## src/rtl/alu_share_if.sv

```systemverilog
// Bundle of the two requester channels, the shared response bus and the ALU
// operand/result wires used by alu_share_arbiter.
interface alu_share_if #(
    parameter int N = 32
);
    logic         a_req_valid;
    logic         a_req_ready;
    logic [N-1:0] a_rs1;
    logic [N-1:0] a_rs2;
    logic [3:0]   a_alu_ctrl;
    logic         a_unsigned;
    logic         a_rsp_valid;
    logic         a_rsp_ready;

    logic         b_req_valid;
    logic         b_req_ready;
    logic [N-1:0] b_rs1;
    logic [N-1:0] b_rs2;
    logic [3:0]   b_alu_ctrl;
    logic         b_unsigned;
    logic         b_rsp_valid;
    logic         b_rsp_ready;

    logic [N-1:0] rsp_res;
    logic         rsp_zf;
    logic         rsp_neg;

    logic [N-1:0] alu_rs1;
    logic [N-1:0] alu_rs2;
    logic [3:0]   alu_ctrl;
    logic         alu_unsigned;
    logic [N-1:0] alu_res;
    logic         alu_zf;
    logic         alu_neg;

    logic         busy;
    logic         grant_b;

    modport slave (
        input  a_req_valid, a_rs1, a_rs2, a_alu_ctrl, a_unsigned, a_rsp_ready,
        input  b_req_valid, b_rs1, b_rs2, b_alu_ctrl, b_unsigned, b_rsp_ready,
        input  alu_res, alu_zf, alu_neg,
        output a_req_ready, a_rsp_valid, b_req_ready, b_rsp_valid,
        output rsp_res, rsp_zf, rsp_neg,
        output alu_rs1, alu_rs2, alu_ctrl, alu_unsigned,
        output busy, grant_b
    );

    modport master (
        output a_req_valid, a_rs1, a_rs2, a_alu_ctrl, a_unsigned, a_rsp_ready,
        output b_req_valid, b_rs1, b_rs2, b_alu_ctrl, b_unsigned, b_rsp_ready,
        output alu_res, alu_zf, alu_neg,
        input  a_req_ready, a_rsp_valid, b_req_ready, b_rsp_valid,
        input  rsp_res, rsp_zf, rsp_neg,
        input  alu_rs1, alu_rs2, alu_ctrl, alu_unsigned,
        input  busy, grant_b
    );
endinterface

```

## src/rtl/alu_share_arbiter.sv

```systemverilog
// Shares one combinational ALU between requesters A and B, one op in flight.
// Define ALU_ARB_RR_EN for round-robin arbitration; default is fixed A > B.
module alu_share_arbiter #(
    parameter int N = 32
) (
    input  logic      clk,
    input  logic      rst_n,
    alu_share_if.slave bus
);
    typedef enum logic [1:0] {IDLE, ISSUE, RESP} state_t;

    state_t       state_reg, state_next;
    logic         take_a, take_b, pick_b;
    logic         grant_b_reg;
    logic [N-1:0] alu_rs1_reg, alu_rs2_reg, rsp_res_reg;
    logic [3:0]   alu_ctrl_reg;
    logic         alu_unsigned_reg, rsp_zf_reg, rsp_neg_reg;
    logic         owner_rsp_ready;

`ifdef ALU_ARB_RR_EN
    // 1 = B was served last, so A wins the first contended arbitration.
    logic last_grant_reg;
    assign pick_b = bus.b_req_valid & (~bus.a_req_valid | ~last_grant_reg);
`else
    assign pick_b = bus.b_req_valid & ~bus.a_req_valid;
`endif

    assign owner_rsp_ready = grant_b_reg ? bus.b_rsp_ready : bus.a_rsp_ready;

    always_comb begin
        state_next = state_reg;
        take_a     = 1'b0;
        take_b     = 1'b0;
        case (state_reg)
            IDLE: begin
                if (bus.a_req_valid | bus.b_req_valid) begin
                    take_b     = pick_b;
                    take_a     = ~pick_b;
                    state_next = ISSUE;
                end
            end
            ISSUE: state_next = RESP;
            RESP: begin
                if (owner_rsp_ready) begin
                    state_next = IDLE;
                end
            end
            default: state_next = IDLE;
        endcase
    end

    always_ff @(posedge clk or negedge rst_n) begin
        if (!rst_n) begin
            state_reg        <= IDLE;
            grant_b_reg      <= 1'b0;
            alu_rs1_reg      <= '0;
            alu_rs2_reg      <= '0;
            alu_ctrl_reg     <= '0;
            alu_unsigned_reg <= 1'b0;
            rsp_res_reg      <= '0;
            rsp_zf_reg       <= 1'b0;
            rsp_neg_reg      <= 1'b0;
`ifdef ALU_ARB_RR_EN
            last_grant_reg   <= 1'b1;
`endif
        end else begin
            state_reg <= state_next;
            if (take_a | take_b) begin
                grant_b_reg      <= take_b;
                alu_rs1_reg      <= take_b ? bus.b_rs1      : bus.a_rs1;
                alu_rs2_reg      <= take_b ? bus.b_rs2      : bus.a_rs2;
                alu_ctrl_reg     <= take_b ? bus.b_alu_ctrl : bus.a_alu_ctrl;
                alu_unsigned_reg <= take_b ? bus.b_unsigned : bus.a_unsigned;
            end
            if (state_reg == ISSUE) begin
                rsp_res_reg <= bus.alu_res;
                rsp_zf_reg  <= bus.alu_zf;
                rsp_neg_reg <= bus.alu_neg;
            end
`ifdef ALU_ARB_RR_EN
            if (state_reg == RESP && owner_rsp_ready) begin
                last_grant_reg <= grant_b_reg;
            end
`endif
        end
    end

    // Ready is combinational on valid; gated so every output reads 0 in reset.
    assign bus.a_req_ready  = take_a & rst_n;
    assign bus.b_req_ready  = take_b & rst_n;
    assign bus.a_rsp_valid  = (state_reg == RESP) & ~grant_b_reg;
    assign bus.b_rsp_valid  = (state_reg == RESP) &  grant_b_reg;
    assign bus.busy         = (state_reg != IDLE);
    assign bus.grant_b      = grant_b_reg;
    assign bus.rsp_res      = rsp_res_reg;
    assign bus.rsp_zf       = rsp_zf_reg;
    assign bus.rsp_neg      = rsp_neg_reg;
    assign bus.alu_rs1      = alu_rs1_reg;
    assign bus.alu_rs2      = alu_rs2_reg;
    assign bus.alu_ctrl     = alu_ctrl_reg;
    assign bus.alu_unsigned = alu_unsigned_reg;
endmodule

```

## src/flat_wrapper.sv

```systemverilog
// flat-port wrapper written by rule: the top's interface ports become plain ports
module alu_share_arbiter_flat 
#(
    parameter int N = 32
)
  (clk, rst_n, bus_a_req_valid, bus_a_rs1, bus_a_rs2, bus_a_alu_ctrl, bus_a_unsigned, bus_a_rsp_ready, bus_b_req_valid, bus_b_rs1, bus_b_rs2, bus_b_alu_ctrl, bus_b_unsigned, bus_b_rsp_ready, bus_alu_res, bus_alu_zf, bus_alu_neg, bus_a_req_ready, bus_a_rsp_valid, bus_b_req_ready, bus_b_rsp_valid, bus_rsp_res, bus_rsp_zf, bus_rsp_neg, bus_alu_rs1, bus_alu_rs2, bus_alu_ctrl, bus_alu_unsigned, bus_busy, bus_grant_b);
  alu_share_if #(.N(N)) bus_i ();
  input  logic clk;
  input  logic rst_n;
  input wire logic [$bits(bus_i.a_req_valid)-1:0] bus_a_req_valid;
  input wire logic [$bits(bus_i.a_rs1)-1:0] bus_a_rs1;
  input wire logic [$bits(bus_i.a_rs2)-1:0] bus_a_rs2;
  input wire logic [$bits(bus_i.a_alu_ctrl)-1:0] bus_a_alu_ctrl;
  input wire logic [$bits(bus_i.a_unsigned)-1:0] bus_a_unsigned;
  input wire logic [$bits(bus_i.a_rsp_ready)-1:0] bus_a_rsp_ready;
  input wire logic [$bits(bus_i.b_req_valid)-1:0] bus_b_req_valid;
  input wire logic [$bits(bus_i.b_rs1)-1:0] bus_b_rs1;
  input wire logic [$bits(bus_i.b_rs2)-1:0] bus_b_rs2;
  input wire logic [$bits(bus_i.b_alu_ctrl)-1:0] bus_b_alu_ctrl;
  input wire logic [$bits(bus_i.b_unsigned)-1:0] bus_b_unsigned;
  input wire logic [$bits(bus_i.b_rsp_ready)-1:0] bus_b_rsp_ready;
  input wire logic [$bits(bus_i.alu_res)-1:0] bus_alu_res;
  input wire logic [$bits(bus_i.alu_zf)-1:0] bus_alu_zf;
  input wire logic [$bits(bus_i.alu_neg)-1:0] bus_alu_neg;
  output wire logic [$bits(bus_i.a_req_ready)-1:0] bus_a_req_ready;
  output wire logic [$bits(bus_i.a_rsp_valid)-1:0] bus_a_rsp_valid;
  output wire logic [$bits(bus_i.b_req_ready)-1:0] bus_b_req_ready;
  output wire logic [$bits(bus_i.b_rsp_valid)-1:0] bus_b_rsp_valid;
  output wire logic [$bits(bus_i.rsp_res)-1:0] bus_rsp_res;
  output wire logic [$bits(bus_i.rsp_zf)-1:0] bus_rsp_zf;
  output wire logic [$bits(bus_i.rsp_neg)-1:0] bus_rsp_neg;
  output wire logic [$bits(bus_i.alu_rs1)-1:0] bus_alu_rs1;
  output wire logic [$bits(bus_i.alu_rs2)-1:0] bus_alu_rs2;
  output wire logic [$bits(bus_i.alu_ctrl)-1:0] bus_alu_ctrl;
  output wire logic [$bits(bus_i.alu_unsigned)-1:0] bus_alu_unsigned;
  output wire logic [$bits(bus_i.busy)-1:0] bus_busy;
  output wire logic [$bits(bus_i.grant_b)-1:0] bus_grant_b;
  assign bus_i.a_req_valid = bus_a_req_valid;
  assign bus_i.a_rs1 = bus_a_rs1;
  assign bus_i.a_rs2 = bus_a_rs2;
  assign bus_i.a_alu_ctrl = bus_a_alu_ctrl;
  assign bus_i.a_unsigned = bus_a_unsigned;
  assign bus_i.a_rsp_ready = bus_a_rsp_ready;
  assign bus_i.b_req_valid = bus_b_req_valid;
  assign bus_i.b_rs1 = bus_b_rs1;
  assign bus_i.b_rs2 = bus_b_rs2;
  assign bus_i.b_alu_ctrl = bus_b_alu_ctrl;
  assign bus_i.b_unsigned = bus_b_unsigned;
  assign bus_i.b_rsp_ready = bus_b_rsp_ready;
  assign bus_i.alu_res = bus_alu_res;
  assign bus_i.alu_zf = bus_alu_zf;
  assign bus_i.alu_neg = bus_alu_neg;
  assign bus_a_req_ready = bus_i.a_req_ready;
  assign bus_a_rsp_valid = bus_i.a_rsp_valid;
  assign bus_b_req_ready = bus_i.b_req_ready;
  assign bus_b_rsp_valid = bus_i.b_rsp_valid;
  assign bus_rsp_res = bus_i.rsp_res;
  assign bus_rsp_zf = bus_i.rsp_zf;
  assign bus_rsp_neg = bus_i.rsp_neg;
  assign bus_alu_rs1 = bus_i.alu_rs1;
  assign bus_alu_rs2 = bus_i.alu_rs2;
  assign bus_alu_ctrl = bus_i.alu_ctrl;
  assign bus_alu_unsigned = bus_i.alu_unsigned;
  assign bus_busy = bus_i.busy;
  assign bus_grant_b = bus_i.grant_b;
  alu_share_arbiter #(.N(N)) u_core (.clk(clk), .rst_n(rst_n), .bus(bus_i));
endmodule
```

## config.mk

```make
export PLATFORM = sky130hd
export DESIGN_NAME = alu_share_arbiter_flat
export DESIGN_NICKNAME = d
export VERILOG_FILES = /design/src/rtl/alu_share_if.sv /design/src/rtl/alu_share_arbiter.sv /design/src/flat_wrapper.sv
export SDC_FILE = /design/constraint.sdc
export NUM_CORES = 1
export LEC_CHECK = 0
export CAP_MARGIN = 10
export CORE_MARGIN = 1
export CORE_UTILIZATION = 37
export CTS_CLUSTER_SIZE = 16
export DETAILED_ROUTE_END_ITERATION = 7
export PLACE_DENSITY = 0.81
export SETUP_SLACK_MARGIN = 0.2
export SKIP_LAST_GASP = 1
export SYNTH_ARGS = -nofsm -noshare
export SYNTH_HDL_FRONTEND = slang
export SYNTH_SLANG_ARGS = --single-unit
```

## constraint.sdc

```tcl
create_clock -name clk -period 1.9 [get_ports clk]
set_input_delay 0.38 -clock clk [delete_from_list [all_inputs] [get_ports clk]]
set_output_delay 0.38 -clock clk [all_outputs]
set_load 0.05 [all_outputs]
```

* Word level (Yosys, flattened, before mapping)
Index checks and enable logic that the tools add are counted.
** Storage, ports and cells
- Output and inout bits :: 109
- Logic and storage cells :: 38
- Register bits :: 106
- Input port bits :: 178
** Operators by class
- Equal/unequal tests :: 4
- Reduce and logical (&&, ||, !) cells :: 3
- Multiplexer cells :: 12
- Bitwise operators :: 10
** Operator list (number)
- two-way mux 32 bit :: 2
- two-way mux 1 bit :: 6
- one-hot mux 2 bit (3 select lines) :: 1
- AND 1 bit :: 5
- two-way mux 2 bit :: 2
- two-way mux 4 bit :: 1
- != test 2 x 1 -> 1 bit, second input constant :: 2
- NOT 1 bit :: 3
- == test 2 x 1 -> 1 bit, second input constant :: 1
- == test 2 bit, second input constant :: 1
- zero test 2 bit :: 1
- bitwise OR 1 bit :: 2
- AND reduction 2 bit :: 1
- nonzero test 2 bit :: 1

* Longest topological paths before layout
- Depth after elaboration :: 6
- Depth in mapped cells :: 6
- Gate-level depth less buffers :: 4

* Least setup slack after synthesis
Ideal clock, no wire load.
- Path type :: input to output
- From :: input bus_a_req_valid
- To :: output bus_b_req_ready
- Slack :: -0.145 ns
- Arrival time :: 1.665 ns
- Data required time :: 1.520 ns
- Stages on the path :: 5
- Buffers on the path :: 3
- Cell sequence :: buf_2 -> nor4b_1 -> buf_2 -> buf_2 -> and2_1
** On the way
- Longest elaborated chain between the ends :: 5
- Elaborated cells on any way between the ends :: 6
- Those cells by class :: 2 x mux; 4 x bitwise
** Ends and longest elaborated chain
- start, declared :: line flat_wrapper.sv:10 : input wire logic [$bits(bus_i.a_req_valid)-1:0] bus_a_req_valid;
- NOT 1 bit :: line alu_share_arbiter.sv:25 : assign pick_b = bus.b_req_valid & ~bus.a_req_valid;
- AND 1 bit :: line alu_share_arbiter.sv:25
- two-way mux 1 bit * :: line alu_share_arbiter.sv:36 : if (bus.a_req_valid | bus.b_req_valid) begin
- two-way mux 1 bit * :: line alu_share_arbiter.sv:34 : case (state_reg)
- AND 1 bit * :: line alu_share_arbiter.sv:90 : assign bus.b_req_ready = take_b & rst_n;
- end, declared :: line flat_wrapper.sv:27 : output wire logic [$bits(bus_i.b_req_ready)-1:0] bus_b_req_ready;
Mark *: on every way between the ends. The rest lies on a longest branch, timed or not.

* Worst setup path in the final report
- From :: register u_core.state_reg[0]
- To :: output bus_b_req_ready
** On the way
- Longest elaborated chain between the ends :: 3
** Ends and longest elaborated chain
- start, declared :: line alu_share_arbiter.sv:12 : state_t state_reg, state_next;
- start signal, assigned :: line alu_share_arbiter.sv:67 : state_reg <= state_next;
- zero test 2 bit :: line alu_share_arbiter.sv:34
- two-way mux 1 bit :: line alu_share_arbiter.sv:34
- AND 1 bit :: line alu_share_arbiter.sv:90
No other way between the ends.

==> results.yml <==
outcome:
  outcome: "finished, final reports clean"
sta:
  hold_viol: 0
  min_period_over_period_pct: 96.3
  clock.fmax_mhz: 547
  slew_headroom_pct: 47.3
  slew_violations: 0
  rsz0062_at_grt: "yes"
  setup_violations: 0
  tightest_slew_ns: 0.790
  fin_crit_ns: 1.83
  skew_ns: 0.00699
  final.setup.tns_ns: 0
worst_setup_path:
  worstReg2RegStart: "u_core.state_reg[0]$_DFFE_PN0P_"
  path_class: "reg -> out"
  cp-start-kind: "flop"
  crit_required_ns: 1.52
  crit_fanout: 4
  cp-end-kind: "primary output"
  r2r_slack_ns: 0.10
  r2r_cells: 4
  cp-endpoint: "bus_b_req_ready"
  cp.arrival_ns: 1.45
  startpoint: "u_core.state_reg[0]$_DFFE_PN0P_"
  reg2reg_to: "u_core.bus.alu_rs1[25]$_DFFE_PN0P_"
logic_synthesis:
  synthSimpleGateAreaFrac_pct: 2.27
  synth.avg_cell_area_um2: 11.4
  synth_seq_cells: 106
  synth_compound_area_share_pct: 23.5
  synth_flop_cell: "dfrtp_1"
  syn_nets: 575
  synthCells: 397
  synth.distinct_cells: 23
  synth_enable_flop_cells: 0
  yosysSeqAreaShare_pct: 58.8
  async_flop_share_pct: 100
  synth_xor_area_share_pct: 0
  synth-adder-area-share_pct: 0
  yosys-mux-area-fraction_pct: 11.5
  synth_top_family_by_area: "compound AO/OA/AOI/OAI gates"
  ys_warn_count: 0
  syn_area_um2: 4510
floorplanning:
  design.core.area_um2: 11700
  die-area_um2: 12600
  rows: 39
  initial_core_util_pct: 38.7
  io_pins: 287
  die_w_um: 112
  dieHeight_um: 112
cts:
  htree_levels: 3
  cts_tree: "done"
  cts-hold-fix-buffers: 0
  clock_sinks: 106
  clk_pin_slew_ns: 0.08
  cts_buffer_depth: 2
  clk_latency_ns: 0.33
  cts_root_buf: "clkbuf_16"
  numCtsBuffers: 9
worst_hold_path:
  hp-class: "in -> async"
power_and_ir_drop:
  power_density_nw_per_um2: 1890
  vdd_drop_max_v: 0.000986
  leakage_nw: 3.43
detailed_routing:
  vias: 4479
  dr.first_iter.drc_count: 255
  wire_per_inst_um: 19.2
  drc_errors: 0
  ant_nets: 0
  drt-vias-per-instance: 5.43
  routed_wl_um: 15800
  dr.pass1.iters: 5
placed_design:
  dp_hpwl_um: 11100
  port_buffers: 286
  routabilityCongestion: 0.803
grt:
  overflow: 0
  grt_start_max_net_pins: 56
  grt_pass1_vias: 4649
  antenna_found_initial: 0
  grt_usage_pct: 24.4
  grt_pass1_wl_um: 24000
flow_run:
  maxCapViolations: 0
final_layout:
  layout-drive-gt1-share_pct: 19.2
  final_util_pct: 67.9
  num_antenna_cells: 0
  syn2layout_area_growth_pct: 75.7
  final_nets: 855
routing by layer:
metal	vias to the layer above	share of wire, %	GRT usage, %	routed length, um
li1	2046	-	-	-
met1	2180	37	28.0	5790
met2	225	53	44.2	8410
met3	28	7.9	6.32	1250
met4	0	2.2	8.36	350
met5	-	0	0	0
kinds of logic after synthesis:
logic type | after synthesis
AOI/OAI and AO/OA | 187
buffers and inverters | 41
DFF | 106
muxes | 46
and+or+nand+nor | 17
worst max-delay path, stage by stage, from the launching register on:
cell and delay, ns:
dfrtp_2 0.45, nor4b_4 0.24, buf_4 0.14, and2_4 0.14, buf_12 0.13
cell type report:
cell class	instances	area, um2
Fill cell	927	3740
Clock inverter	7	98.8
Clock buffer	9	225
Sequential cell	106	2660
Timing Repair Buffer	306	3010
Multi-Input combinational cell	251	1750
Tap cell	143	179
Inverter	3	13.8
worst min-delay path by stage:
stage / endpoint / from / slack [ns]
after floorplan: u_core.bus.alu_ctrl[0]$_DFFE_PN0P_ / rst_n / 0.08
after global placement: u_core.bus.rsp_res[21]$_DFFE_PN0N_ / u_core.bus.rsp_res[21]$_DFFE_PN0N_ / 0.49
after detailed placement: u_core.bus.rsp_res[10]$_DFFE_PN0N_ / u_core.bus.rsp_res[10]$_DFFE_PN0N_ / 0.49
after CTS: u_core.bus.alu_rs1[19]$_DFFE_PN0P_ / rst_n / 0.25
after global routing: u_core.bus.alu_rs1[23]$_DFFE_PN0P_ / rst_n / 0.28
final: u_core.bus.alu_rs2[0]$_DFFE_PN0P_ / rst_n / 0.23
cells in the final DEF, fill, tap and decap left out, drive strengths merged:
cell type,synthesis,final
clkdlybuf4s50,0,174
o21ai,115,115
dfrtp,106,106
dlygate4sd2,0,78
o22ai,54,54
buf,14,51
mux2,46,46
a22o,11,11
clkbuf,24,10
nor2,6,7
inv,3,5
nor2b,4,4
a31oi,3,3
a22oi,3,3
nand2b,2,2
bufinv,0,2
bufbuf,0,2
and2,2,2
clkinv,0,2
nor3b,1,1
nor4b,1,1
o31ai,1,1
or4b,1,1
clkinvlp,0,1
power breakdown:
part | switching [mW] | internal [mW] | total (mW)
clock network | 0.853 | 1.17 | 2.02
registers | 0.568 | 3.37 | 3.93
logic | 6.02 | 3.01 | 9.03
total | 7.44 | 7.54 | 15.0
stage by stage:
step	power (mW)	worst slack (ns)	hold slack [ns]	area, um2	cells
finish	15.0	0.0706	0.226	7920	825
detailed placement	13.2	-0.370	0.491	7530	801
CTS	15.0	0.0367	0.245	7870	822
global route	15.7	0.0132	0.281	7920	825
global placement	13.0	-0.260	0.485	7530	801
floorplan	9.76	0.119	0.0844	4520	397
cell usage after synthesis (2+ instances only):
cell / n / area [um2]
buf_2: 11 / 55.1
and2_1: 2 / 12.5
a22o_1: 11 / 96.3
inv_1: 2 / 7.51
dfrtp_1: 106 / 2650
clkbuf_1: 24 / 90.1
mux2_2: 46 / 518
a22oi_1: 3 / 22.5
o21ai_0: 98 / 490
o21ai_1: 17 / 85.1
o22ai_1: 54 / 338
nor2_1: 6 / 22.5
nor2b_1: 4 / 25.0
a31oi_1: 3 / 18.8
nand2b_1: 2 / 12.5
timing repair:
item / 4_1_cts / 5_1_grt
gates resized for setup: 86 / 6
pin swaps: 3 / 2
setup endpoints to repair: 148 / 71
gates cloned: 2 / 2
setup buffers: 3 / 1
Note: power is estimated with default switching activity, not from simulation.
